### src/rtl/bcd_digit_adder.sv
// Registered packed-BCD adder: NDIGITS digits plus carry-in, one-cycle latency.
// Optional BCD_INPUT_CHECK_EN adds a registered err flag for non-BCD input digits.
module bcd_digit_adder #(
    parameter int NDIGITS = 1
) (
    input  logic                   clk,
    input  logic                   rst_n,
    input  logic                   in_valid,
    input  logic [4*NDIGITS-1:0]   A,
    input  logic [4*NDIGITS-1:0]   B,
    input  logic                   Cin,
    output logic [4*NDIGITS-1:0]   Sum,
    output logic                   Cout,
`ifdef BCD_INPUT_CHECK_EN
    output logic                   out_valid,
    output logic                   err
`else
    output logic                   out_valid
`endif
);

    // Handshake: a result is produced one cycle after every in_valid edge and
    // is present (out_valid=1) for exactly that one cycle; there is no ready.

    logic [4*NDIGITS-1:0] sum_d, sum_q;
    logic                 cout_d, cout_q;
    logic                 valid_q;

    // Decimal ripple: each digit adds in binary and, above 9, adds 6 to wrap
    // into the next decade, forwarding a carry to the digit above.
    always_comb begin
        logic       carry;
        logic [4:0] s;
        logic [4:0] s_adj;
        sum_d = '0;
        carry = Cin;
        for (int i = 0; i < NDIGITS; i++) begin
            s     = {1'b0, A[4*i +: 4]} + {1'b0, B[4*i +: 4]} + {4'b0000, carry};
            s_adj = s + 5'd6;
            if (s > 5'd9) begin
                sum_d[4*i +: 4] = s_adj[3:0];
                carry           = 1'b1;
            end else begin
                sum_d[4*i +: 4] = s[3:0];
                carry           = 1'b0;
            end
        end
        cout_d = carry;
    end

    always_ff @(posedge clk or negedge rst_n) begin
        if (!rst_n) begin
            sum_q   <= '0;
            cout_q  <= 1'b0;
            valid_q <= 1'b0;
        end else begin
            valid_q <= in_valid;
            if (in_valid) begin
                sum_q  <= sum_d;
                cout_q <= cout_d;
            end
        end
    end

    assign Sum       = sum_q;
    assign Cout      = cout_q;
    assign out_valid = valid_q;

`ifdef BCD_INPUT_CHECK_EN
    logic err_d, err_q;

    always_comb begin
        err_d = 1'b0;
        for (int i = 0; i < NDIGITS; i++) begin
            if ((A[4*i +: 4] > 4'd9) || (B[4*i +: 4] > 4'd9)) begin
                err_d = 1'b1;
            end
        end
    end

    always_ff @(posedge clk or negedge rst_n) begin
        if (!rst_n) begin
            err_q <= 1'b0;
        end else if (in_valid) begin
            err_q <= err_d;
        end
    end

    assign err = err_q;
`endif

endmodule

### config.mk
export PLATFORM = sky130hd
export DESIGN_NAME = bcd_digit_adder
export DESIGN_NICKNAME = d
export VERILOG_FILES = /design/src/rtl/bcd_digit_adder.sv
export SDC_FILE = /design/constraint.sdc
export NUM_CORES = 1
export LEC_CHECK = 0
export BUFFER_PORTS_ARGS = -buffer_cell sky130_fd_sc_hd__buf_4
export CELL_PAD_IN_SITES_DETAIL_PLACEMENT = 0
export CELL_PAD_IN_SITES_GLOBAL_PLACEMENT = 1
export CORE_MARGIN = 2
export CORE_UTILIZATION = 34
export DETAILED_ROUTE_END_ITERATION = 7
export MAX_ROUTING_LAYER = met4
export PLACE_DENSITY_LB_ADDON = 0.1
export SLEW_MARGIN = 20
export SYNTH_ARGS = -nofsm -noshare
export SYNTH_HDL_FRONTEND = slang
export SYNTH_SLANG_ARGS = --single-unit
### constraint.sdc
create_clock -name clk -period 1.04 [get_ports clk]
set_clock_uncertainty 0.15 [all_clocks]
set_input_delay 0.052 -clock clk [delete_from_list [all_inputs] [get_ports clk]]
set_output_delay 0.052 -clock clk [all_outputs]
set_load 0.1 [all_outputs]
==> flow_summary.yaml <==
run_status:
  outcome: "finished, violations left"
  violations: "negative setup slack"
sta:
  slew_headroom_pct: 70.7
  worst_pin_slew_ns: 0.428
  min_period_ns: 1.96
  drv_slew: 0
  hold_violations: 0
  rsz0062_at_grt: "true"
  fin_crit_sh_pct: 188
  setup_violations: 7
  layout_setup_ws_ns: -0.920
  fmax_ghz: 0.510
logic_synthesis:
  synth-seq-area-share_pct: 30.0
  synth-edff-count: 0
  ys.flop_type: "dfrtp_1"
  synth_top_area_cell: "dfrtp_1"
  ys_seq_elements: 6
  synthesis.nets: 69
  synthTopCellsByArea: "dfrtp_1 30%, ha_1 10%, fa_1 8.0%, nand3_1 4.0%, a31oi_1 3.8%"
  ys_warn_count: 0
  avgSynthCellArea_um2: 9.81
  synth_area_um2: 500
  syn_inst: 51
  synthArstFlopShare_pct: 100
  synth.top_cell.area_share_pct: 30.0
  yosysUniqueCellTypes: 28
die:
  die_w_um: 42.4
  dieArea_um2: 1790
  start_util_pct: 37.5
  rows: 13
  die_y_um: 42.4
  coreArea_um2: 1330
  pin_count: 18
layout:
  design_area_um2: 990
  antenna_cells: 0
  layout-drive-gt1-share_pct: 58.3
  synthToLayoutAreaGrowth_pct: 97.7
  fill_cells: 101
  nets: 115
  multi_input_area_um2: 374
  regArea_um2: 159
global_route:
  grtUsageTotal_pct: 16.9
  grt_antenna_before_repair: 0
  grt_first_pass_wirelength_mm: 2.24
  grt_overflow: 0
  grt_pass1_vias: 554
  grt_start_max_net_pins: 12
clock_network:
  clockRootBuffer: "clkbuf_4"
  htreeDepth: 1
  path_clk_slew_ns: 0.05
  cts_tree: "done"
  clk_latency_ns: 0.25
  clk_path_buf_depth: 2
  cts.sinks: 6
  numCtsBuffers: 3
min_path:
  worstHoldStart: "in_valid"
  holdPathEnd: "Sum[3]"
  hold_path.class: "in2reg"
  min_delay_path_depth: 3
power_and_ir_drop:
  pwr-share-seq_pct: 20.1
  peakVddDrop_uv: 799
  comb_power_share_pct: 66.6
  p_switching_mw: 0.758
  leakage_nw: 0.458
  swShare_pct: 43.8
  clkPwrFrac_pct: 13.3
  internal_power_mw: 0.974
  power_density_nw_per_um2: 1750
job:
  cap_violations: 0
setup_path:
  cp-start-kind: "input port"
  critical_path_required_ns: 1.05
  end_kind: "flop"
  crit_fanout: 3
  cp.arrival_ns: 1.97
  timing.rr.end: "Sum[1]"
  worst-r2r-setup-slack_ns: -0.01
  setup.worst_path.class: "in2reg"
  r2r_start: "Sum[1]"
  ff2ff_path_depth: 3
detailed_routing:
  drt-vias-per-instance: 5.05
  post_drt_wl_per_cell_um: 12.6
  num_vias: 561
  drtAntennaViolNets: 0
  drtIter0Drc: 8
  first_pass_iters: 2
  drc: 0
  wirelength_mm: 1.40
placement:
  gp_congestion: 0.785
  dp_slack_ns: -1.25
  dpl-instance-area_um2: 785
  io_buffers: 17
  dp_hpwl_mm: 1.03
-- per-stage QoR --
stage               TNS, ns  power, mW  std cells  utilization [%]  hold slack, ns
CTS                   -3.52       1.65        110             71.4          0.0244
global route          -3.98       1.82        111             74.2          0.0389
global placement      -4.94       1.22         96             58.8          -0.290
floorplan             -4.20      0.956         51                -          -0.394
detailed placement    -5.15       1.24         96             58.8          -0.289
finish                -3.64       1.73        111             74.2          0.0304
-- worst max-delay path, cell delays in order --
cell and delay, ns:
buf_6 0.09, fa_2 0.39, fa_2 0.56, inv_2 0.06
ha_4 0.16, a211o_1 0.26, a221o_1 0.34, o211ai_2 0.06
-- Yosys cell counts, types with 2 or more instances --
library cell and count:
ha_1 4, nand3_1 4, nand4_1 2, nor2_1 4, dfrtp_1 6, a21oi_1 2, a31oi_1 3, a211o_1 2
inv_1 3, nor2b_1 2, fa_1 2
-- timing repair --
action                                  in CTS  in global routing
buffers inserted                             7                  1
endpoints found under the setup margin      10                 10
gates resized for setup                     16                  7
gates cloned                                 0                  0
pin swaps                                    6                  4
endpoints found under the hold margin        7                  0
hold buffers                                 3                  0
-- metal layers --
metal	vias to the layer above	GRT usage (%)	part of all wire, %
li1	287	-	-
met2	15	32.9	60
met5	-	-	0
met1	259	16.7	36
met3	0	1.29	3.9
met4	0	7.50	0
-- flip-flops by register name, summed over array words and instances (netlist names) --
register   cells
out_valid      1
Sum            4
Cout           1
-- cells by family after synthesis --
kind of cell | Yosys count | synth area share [%]
mux | 1 | 2.25
xor+xnor | 1 | 3.25
flops | 6 | 30.0
simple gates | 17 | 18.3
fa+ha+maj | 6 | 18.0
buf+inv | 4 | 3.25
compound gates | 16 | 25.0
-- power groups by stage --
stage	clock, mW	sequential (mW)	combinational, mW
after floorplan	0	0.679	0.278
after global placement	0	0.317	0.902
after detailed placement	0	0.323	0.912
after CTS	0.238	0.338	1.08
after global routing	0.250	0.354	1.21
final	0.230	0.348	1.15
-- final cells by class --
class	instances	area share (%)
multi-input combinational	41	37.8
tap	15	1.90
clock buffer	4	2.65
timing repair buffer	42	40.5
sequential	6	16.1
inverter	3	1.14
-- cells in the final DEF (no fill, tap or decap), types with 3 or more instances in the layout --
cell type,synthesis,layout
buf_4,0,30
buf_12,0,5
dfrtp_2,0,4
nand3_1,4,4
nor2_1,4,4
buf_6,0,4
a31oi_1,3,3
ha_1,4,3
clkbuf_4,0,3
dlygate4sd3_1,0,3
-- worst max path at each step --
stage	start	endpoint	slack, ns	cells past startpoint
floorplan	Cin	Sum[2]	-1.10	7
global placement	Cin	Sum[2]	-1.20	8
detailed placement	Cin	Cout	-1.25	9
CTS	A[0]	Sum[2]	-0.88	9
global route	A[0]	Sum[2]	-0.99	8
finish	A[0]	Sum[2]	-0.92	8
No activity file was read; power rests on OpenSTA's default activity.
